$ cat src/rtl/pulse_seq_gen.sv
// NCH-channel programmable pulse sequencer sharing one repetition period.
// Timing registers are shadowed and only applied at period boundaries, so running trains never glitch.
module pulse_seq_gen #(
  parameter int NCH           = 4,
  parameter int CW            = 32,
  parameter int SYNC_W        = 4,
  parameter int DEF_PERIOD    = 1000,
  parameter int DEF_DELAY     = 200,
  parameter int DEF_WIDTH     = 30,
  parameter int DEF_SPACE     = 400,
  parameter int DEF_REPS      = 1,
  parameter int DEF_BLOCK_OFF = 100,
  parameter int DEF_EN        = 1,
  parameter int AW            = $clog2(4 + 4 * NCH)
) (
  input  logic           clk,
  input  logic           reset,
  input  logic           wr_en,
  input  logic [AW-1:0]  wr_addr,
  input  logic [CW-1:0]  wr_data,
  output logic [NCH-1:0] ch_out,
  output logic           sync,
  output logic           inhib,
  output logic           period_done,
  output logic           busy
);

  typedef enum logic [1:0] {ST_WAIT, ST_ON, ST_GAP, ST_DONE} ch_state_e;

  function automatic logic [CW-1:0] sat_add(input logic [CW-1:0] a, input logic [CW-1:0] b);
    logic [CW:0] sum;
    sum = {1'b0, a} + {1'b0, b};
    return sum[CW] ? {CW{1'b1}} : sum[CW-1:0];
  endfunction

  logic [CW-1:0] per_sh_q, per_sh_d, per_act_q, per_act_d;
  logic [CW-1:0] blk_sh_q, blk_sh_d, blk_act_q, blk_act_d;
  logic [NCH-1:0][CW-1:0] dly_sh_q, dly_sh_d, dly_act_q, dly_act_d;
  logic [NCH-1:0][CW-1:0] wid_sh_q, wid_sh_d, wid_act_q, wid_act_d;
  logic [NCH-1:0][CW-1:0] spc_sh_q, spc_sh_d, spc_act_q, spc_act_d;
  logic [NCH-1:0][CW-1:0] rep_sh_q, rep_sh_d, rep_act_q, rep_act_d;

  logic          en_q, en_d, ss_q, ss_d, run_q, run_d;
  logic [CW-1:0] t_q, t_d, tail_q, tail_d;
  logic [CW-1:0] per_eff_q, per_eff_d;
  logic          ctrl_wr, wrap, start_period, copy_en, any_active;

  ch_state_e     st_q [NCH];
  ch_state_e     st_d [NCH];
  logic [CW-1:0] start_q [NCH];
  logic [CW-1:0] start_d [NCH];
  logic [CW-1:0] k_q [NCH];
  logic [CW-1:0] k_d [NCH];
  logic [CW-1:0] nxt_start [NCH];
  logic [CW-1:0] pulse_end [NCH];

  logic [NCH-1:0] ch_out_q, ch_out_d;
  logic           sync_q, sync_d, inhib_q, inhib_d, pdone_q, pdone_d, busy_q, busy_d;

  assign per_eff_q = (per_act_q < CW'(2)) ? CW'(2) : per_act_q;
  assign wrap      = run_q && (t_q == per_eff_q - CW'(1));
  assign ctrl_wr   = wr_en && (wr_addr == AW'(2));

  always_comb begin
    per_sh_d = per_sh_q;
    blk_sh_d = blk_sh_q;
    dly_sh_d = dly_sh_q;
    wid_sh_d = wid_sh_q;
    spc_sh_d = spc_sh_q;
    rep_sh_d = rep_sh_q;
    en_d     = en_q;
    ss_d     = ss_q;
    if (wr_en) begin
      if (wr_addr == AW'(0)) per_sh_d = wr_data;
      if (wr_addr == AW'(1)) blk_sh_d = wr_data;
      for (int i = 0; i < NCH; i++) begin
        if (wr_addr == AW'(4 + 4 * i)) dly_sh_d[i] = wr_data;
        if (wr_addr == AW'(5 + 4 * i)) wid_sh_d[i] = wr_data;
        if (wr_addr == AW'(6 + 4 * i)) spc_sh_d[i] = wr_data;
        if (wr_addr == AW'(7 + 4 * i)) rep_sh_d[i] = wr_data;
      end
    end
    // An explicit control write wins over the single-shot auto-clear.
    if (ctrl_wr) begin
      en_d = wr_data[0];
      ss_d = wr_data[1];
    end else if (wrap && ss_q) begin
      en_d = 1'b0;
    end
  end

  always_comb begin
    run_d        = 1'b0;
    t_d          = '0;
    start_period = 1'b0;
    if (en_d) begin
      run_d = 1'b1;
      if (!run_q || wrap) start_period = 1'b1;
      else                t_d = t_q + CW'(1);
    end
  end

  assign copy_en   = wrap || !run_q;
  assign per_act_d = copy_en ? per_sh_d : per_act_q;
  assign blk_act_d = copy_en ? blk_sh_d : blk_act_q;
  assign dly_act_d = copy_en ? dly_sh_d : dly_act_q;
  assign wid_act_d = copy_en ? wid_sh_d : wid_act_q;
  assign spc_act_d = copy_en ? spc_sh_d : spc_act_q;
  assign rep_act_d = copy_en ? rep_sh_d : rep_act_q;
  assign per_eff_d = (per_act_d < CW'(2)) ? CW'(2) : per_act_d;

  // Each channel tracks the start of its current pulse; the next state is evaluated at t_d so outputs align to t.
  always_comb begin
    for (int i = 0; i < NCH; i++) begin
      nxt_start[i] = sat_add(start_q[i], spc_act_d[i]);
      pulse_end[i] = sat_add(start_q[i], wid_act_d[i]);
      st_d[i]      = st_q[i];
      start_d[i]   = start_q[i];
      k_d[i]       = k_q[i];
      if (!run_d) begin
        st_d[i]    = ST_DONE;
        start_d[i] = '0;
        k_d[i]     = '0;
      end else if (start_period) begin
        start_d[i] = dly_act_d[i];
        k_d[i]     = '0;
        if (wid_act_d[i] == '0)      st_d[i] = ST_DONE;
        else if (dly_act_d[i] == '0) st_d[i] = ST_ON;
        else                         st_d[i] = ST_WAIT;
      end else begin
        case (st_q[i])
          ST_WAIT, ST_GAP: if (t_d == start_q[i]) st_d[i] = ST_ON;
          ST_ON: begin
            if ((k_q[i] < rep_act_d[i]) && (t_d == nxt_start[i])) begin
              k_d[i]     = k_q[i] + CW'(1);
              start_d[i] = nxt_start[i];
            end else if (t_d == pulse_end[i]) begin
              if ((k_q[i] < rep_act_d[i]) && (nxt_start[i] > pulse_end[i])) begin
                st_d[i]    = ST_GAP;
                k_d[i]     = k_q[i] + CW'(1);
                start_d[i] = nxt_start[i];
              end else begin
                st_d[i] = ST_DONE;
              end
            end
          end
          default: st_d[i] = st_q[i];
        endcase
      end
    end
  end

  always_comb begin
    any_active = 1'b0;
    ch_out_d   = '0;
    for (int i = 0; i < NCH; i++) begin
      if (st_d[i] != ST_DONE) any_active = 1'b1;
      ch_out_d[i] = run_d && (st_d[i] == ST_ON);
    end
    sync_d  = run_d && (t_d < CW'(SYNC_W));
    pdone_d = run_d && (t_d == per_eff_d - CW'(1));
    busy_d  = run_d;
    // Blanking tail restarts while any channel is still sequencing and is dropped at every period start.
    if (!run_d) begin
      inhib_d = 1'b0;
      tail_d  = '0;
    end else if (any_active) begin
      inhib_d = 1'b1;
      tail_d  = blk_act_d;
    end else if (!start_period && (tail_q != '0)) begin
      inhib_d = 1'b1;
      tail_d  = tail_q - CW'(1);
    end else begin
      inhib_d = 1'b0;
      tail_d  = '0;
    end
  end

  always_ff @(posedge clk) begin
    if (reset) begin
      per_sh_q  <= CW'(DEF_PERIOD);
      per_act_q <= CW'(DEF_PERIOD);
      blk_sh_q  <= CW'(DEF_BLOCK_OFF);
      blk_act_q <= CW'(DEF_BLOCK_OFF);
      for (int i = 0; i < NCH; i++) begin
        dly_sh_q[i]  <= CW'(DEF_DELAY);
        dly_act_q[i] <= CW'(DEF_DELAY);
        wid_sh_q[i]  <= (i == 0) ? CW'(DEF_WIDTH) : '0;
        wid_act_q[i] <= (i == 0) ? CW'(DEF_WIDTH) : '0;
        spc_sh_q[i]  <= CW'(DEF_SPACE);
        spc_act_q[i] <= CW'(DEF_SPACE);
        rep_sh_q[i]  <= CW'(DEF_REPS);
        rep_act_q[i] <= CW'(DEF_REPS);
        st_q[i]      <= ST_DONE;
        start_q[i]   <= '0;
        k_q[i]       <= '0;
      end
      en_q     <= (DEF_EN != 0);
      ss_q     <= 1'b0;
      run_q    <= 1'b0;
      t_q      <= '0;
      tail_q   <= '0;
      ch_out_q <= '0;
      sync_q   <= 1'b0;
      inhib_q  <= 1'b0;
      pdone_q  <= 1'b0;
      busy_q   <= 1'b0;
    end else begin
      per_sh_q  <= per_sh_d;
      per_act_q <= per_act_d;
      blk_sh_q  <= blk_sh_d;
      blk_act_q <= blk_act_d;
      dly_sh_q  <= dly_sh_d;
      dly_act_q <= dly_act_d;
      wid_sh_q  <= wid_sh_d;
      wid_act_q <= wid_act_d;
      spc_sh_q  <= spc_sh_d;
      spc_act_q <= spc_act_d;
      rep_sh_q  <= rep_sh_d;
      rep_act_q <= rep_act_d;
      for (int i = 0; i < NCH; i++) begin
        st_q[i]    <= st_d[i];
        start_q[i] <= start_d[i];
        k_q[i]     <= k_d[i];
      end
      en_q     <= en_d;
      ss_q     <= ss_d;
      run_q    <= run_d;
      t_q      <= t_d;
      tail_q   <= tail_d;
      ch_out_q <= ch_out_d;
      sync_q   <= sync_d;
      inhib_q  <= inhib_d;
      pdone_q  <= pdone_d;
      busy_q   <= busy_d;
    end
  end

  assign ch_out      = ch_out_q;
  assign sync        = sync_q;
  assign inhib       = inhib_q;
  assign period_done = pdone_q;
  assign busy        = busy_q;

endmodule

$ cat config.mk
export PLATFORM = sky130hd
export DESIGN_NAME = pulse_seq_gen
export DESIGN_NICKNAME = d
export VERILOG_FILES = /design/src/rtl/pulse_seq_gen.sv
export SDC_FILE = /design/constraint.sdc
export NUM_CORES = 2
export LEC_CHECK = 0
export ABC_AREA = 1
export BUFFER_PORTS_ARGS = -buffer_cell sky130_fd_sc_hd__buf_2
export CELL_PAD_IN_SITES_DETAIL_PLACEMENT = 0
export CELL_PAD_IN_SITES_GLOBAL_PLACEMENT = 1
export CORE_MARGIN = 2
export CORE_UTILIZATION = 51
export DETAILED_ROUTE_END_ITERATION = 6
export PLACE_DENSITY_LB_ADDON = 0.1
export SLEW_MARGIN = 0
export SYNTH_ARGS = -nofsm -noshare
export SYNTH_HDL_FRONTEND = slang
export SYNTH_SLANG_ARGS = --single-unit
$ cat constraint.sdc
create_clock -name clk -period 12.85 [get_ports clk]
set_input_delay 0.6425 -clock clk [delete_from_list [all_inputs] [get_ports clk]]
set_output_delay 0.6425 -clock clk [all_outputs]
set_load 0.005 [all_outputs]
==> flow_summary.json <==
{
  "num-fill-cells": 16900,
  "start_util_pct": 51.2,
  "ant_nets": 0,
  "ir_worst_vdd_mv": 0.123,
  "dp_hpwl_mm": 267,
  "cts.clk_slew.worst_paths_ns": 0.06,
  "violations": "design-rule violations",
  "cp_max_fo": 98,
  "ys_types": 62,
  "cts_buffer_depth": 3,
  "cpMostUsedCell": "nand2_1",
  "rsz0062_at_grt": "no",
  "cts_hold_buf": 0,
  "drv_cap": 0,
  "crit_type": "reg2reg",
  "grt_usage_pct": 40.2,
  "die_h_um": 419,
  "end_kind": "register",
  "top_usage_layer": "met2",
  "synth_area_per_cell_um2": 6.67,
  "finalHoldViolations": 0,
  "met1_usage_pct": 51.1,
  "die-area_um2": 176000,
  "synth-warning-count": 0,
  "p_switching_mw": 3.67,
  "startpoint_type": "register",
  "synth_top_family_by_area": "simple AND/OR/NAND/NOR gates",
  "htree_levels": 4,
  "synthMuxAreaShare_pct": 0.0114,
  "cts_resized": 0,
  "yosys.area_share.simple_pct": 30.4,
  "grt_antenna_before_repair": 23,
  "numCtsBuffers": 164,
  "synth_cells": 13200,
  "finalClockSkew_ns": 0.0732,
  "p_int_mw": 8.06,
  "postCtsSetupBuffers": 0,
  "pin_count": 48,
  "wire_per_inst_um": 23.7,
  "synthArstFlopShare_pct": 0,
  "viasPerCell": 5.79,
  "synthTopCellsByArea": "dfxtp_1 (34%), nand2_1 (12%), nor2_1 (10%), ha_1 (7.4%), o21ai_0 (6.2%)",
  "dr.pass1.iters": 7,
  "synth_top_area_share_pct": 33.9,
  "max_slew_margin_pct": 17.7,
  "period_share_pct": 88.6,
  "drtIter0Drc": 10200,
  "port_buffers": 47,
  "fin_tns_setup_ns": 0,
  "slowest_stage": "nand2_1",
  "hold_slack_ns": 0.120,
  "yosysSeqAreaShare_pct": 33.9,
  "synthAdderAreaFrac_pct": 7.55,
  "outcome": "complete, but fails checks",
  "ys.flop_type": "dfxtp_1",
  "p_comb_share_pct": 17.1,
  "grt_use_met2_pct": 61.5,
  "fin_crit_ns": 11.39,
  "switching_share_pct": 31.3,
  "drc": 8,
  "synth_compound_area_share_pct": 14.7,
  "critPathMaxStageDelay_ns": 0.81,
  "power_frac_clock_pct": 41.7,
  "routed_wl_mm": 364,
  "fmax_mhz": 87.8,
  "powerDensity_nw_per_um2": 123,
  "routabilityCongestion": 1.06,
  "grt_pass1_vias": 81500,
  "synthXorXnorAreaFrac_pct": 5.61,
  "row_count": 152,
  "use_met3_pct": 8.20,
  "synth_edf_count": 0,
  "area_growth_syn_to_layout_pct": 8.51,
  "chipWidth_um": 419,
  "tightest_slew_ns": 1.23,
  "cts_tree": "built",
  "grt_pass1_wl_mm": 526,
  "clockRootBuffer": "clkbuf_16",
  "hp-class": "in2reg",
  "cp.required_ns": 13.57,
  "finalPower_mw": 11.7,
  "worstSkewPairLatency_ns": 0.89,
  "nets": 13500,
  "grt_max_degree": 209,
  "vias": 89100,
  "synth_area_um2": 87800,
  "syn_nets": 13700,
  "yosys.area.top_type": "dfxtp_1",
  "worst-endpoint-arrival_ns": 12.11,
  "cts_sinks": 1488,
  "power_leakage_nw": 43.6,
  "coreArea_um2": 171000,
  "place_area_um2": 89700,
  "ys_ff_latch": 1488,
  "grt-ovfl-total": 0,
  "layout-drive-gt1-share_pct": 5.61,
  "setup_viol": 0,
  "pwr-share-seq_pct": 41.2,
  "finalMaxSlewViolations": 0,
  "design_area_um2": 95300
}
==> final timing paths <==
check                                              start                      end  slack [ns]  cells after the start
worst max-delay path            per_act_q[28]$_SDFF_PP0_   k_q[3][7]$_SDFFE_PP0P_        1.46                     52
worst min-delay path                          wr_data[7]  dly_sh_q[71]$_SDFF_PP1_        0.12                      3
worst max register to register  per_act_q[28]$_SDFF_PP0_   k_q[3][7]$_SDFFE_PP0P_        1.46                     52
worst min register to register    per_sh_q[7]$_SDFF_PP1_   per_sh_q[7]$_SDFF_PP1_        0.45                      2
==> worst max-delay path, delay by kind of cell, from the launching register on <==
family	cells	cell delay, ns
adder cells (fa/ha/maj)	3	0.91
AO/OA/AOI/OAI	10	2.19
AND/OR/NAND/NOR	29	4.93
flip-flops	1	0.34
XOR/XNOR	1	0.18
buffers and inverters	9	2.54
==> registers in the layout, indices dropped and copies added, names as in the netlist, 128 cells and up <==
| register | flops |
|---|---|
| wid_act_q | 128 |
| rep_act_q | 128 |
| wid_sh_q | 128 |
| dly_sh_q | 128 |
| spc_act_q | 128 |
| k_q | 128 |
| rep_sh_q | 128 |
| start_q | 128 |
| spc_sh_q | 128 |
==> power groups by stage <==
| stage | sequential, mW | combinational [mW] | clock, mW |
|---|---|---|---|
| finish | 4.84 | 2.01 | 4.89 |
| global route | 4.84 | 2.18 | 5.11 |
| CTS | 4.83 | 1.95 | 4.92 |
| detailed placement | 4.93 | 1.94 | 0 |
| global placement | 4.93 | 1.93 | 0 |
| floorplan | 4.89 | 1.32 | 0 |
==> cell usage after synthesis, drive strengths merged (5+ instances only) <==
| library cell | count |
|---|---|
| a221oi | 11 |
| clkinv | 35 |
| and2 | 5 |
| o21ai | 1105 |
| xor2 | 395 |
| o21bai | 38 |
| nand2 | 2820 |
| o21a | 49 |
| buf | 156 |
| nor2 | 2415 |
| nor3b | 8 |
| fa | 8 |
| o221ai | 13 |
| a21boi | 30 |
| a31oi | 78 |
| a211oi | 24 |
| o2111ai | 7 |
| nand4 | 225 |
| dfxtp | 1488 |
| nand3b | 30 |
| xnor2 | 167 |
| o31ai | 5 |
| nor4 | 89 |
| a22oi | 11 |
| nor4b | 10 |
| ha | 517 |
| a21o | 18 |
| o211ai | 25 |
| nand3 | 510 |
| a2111oi | 9 |
| a21oi | 992 |
| and3 | 8 |
| or2 | 122 |
| inv | 1098 |
| nor3 | 196 |
| clkbuf | 428 |
==> cell type report <==
| type | count | area [µm²] | area share [%] |
|---|---|---|---|
| multi-input cells | 9952 | 51300 | 53.8 |
| flip-flops and latches | 1488 | 29800 | 31.3 |
| diodes | 7 | 17.5 | 0.0184 |
| inverters | 1133 | 4270 | 4.48 |
| clock buffers | 227 | 4670 | 4.90 |
| well taps | 2310 | 2890 | 3.03 |
| clock inverters | 65 | 916 | 0.961 |
| repair buffers | 201 | 1480 | 1.55 |
==> layer usage <==
metal	vias to the layer above	routed length, µm
met5	-	103
met4	16	27400
met3	961	33900
met2	3967	156000
met1	41800	147000
li1	42400	-
==> logic make-up (layout without fill, tap and decap cells) <==
family | after synthesis | after routing
adders and majority gates | 525 | 525
muxes | 1 | 1
and+or+nand+nor | 6441 | 6441
AOI/OAI and AO/OA | 2423 | 2423
buffers and inverters | 1717 | 1626
other | 0 | 7
xor gates and xnor gates | 562 | 562
DFF | 1488 | 1488
==> through the flow <==
step | worst slack, ns | util (%) | std cells
finish | 1.46 | 55.6 | 15400
global route | 0.429 | 55.6 | 15400
global placement | 1.82 | 52.3 | 15100
detailed placement | 1.76 | 52.3 | 15100
floorplan | 4.32 | - | 13200
CTS | 1.72 | 55.6 | 15400
==> layout by cell type, fill, tap and decap left out, drive strengths merged, types with 9 or more instances in the layout <==
cell and n:
inv 1129, a221oi 11, o221ai 13, nor2 2415, o21a 49, or2 122, nand3b 30, nor4b 10
a21o 18, a21oi 992, nand4 225, ha 517, a2111oi 9, clkinvlp 12, nand3 510, xnor2 167
a22oi 11, dfxtp 1488, o211ai 25, o21ai 1105, nor4 89, buf 201, clkbuf 227, a21boi 30
xor2 395, nand2 2820, a211oi 24, a31oi 78, clkinv 49, nor3 196, o21bai 38
Note: power is estimated with default switching activity, not from simulation.
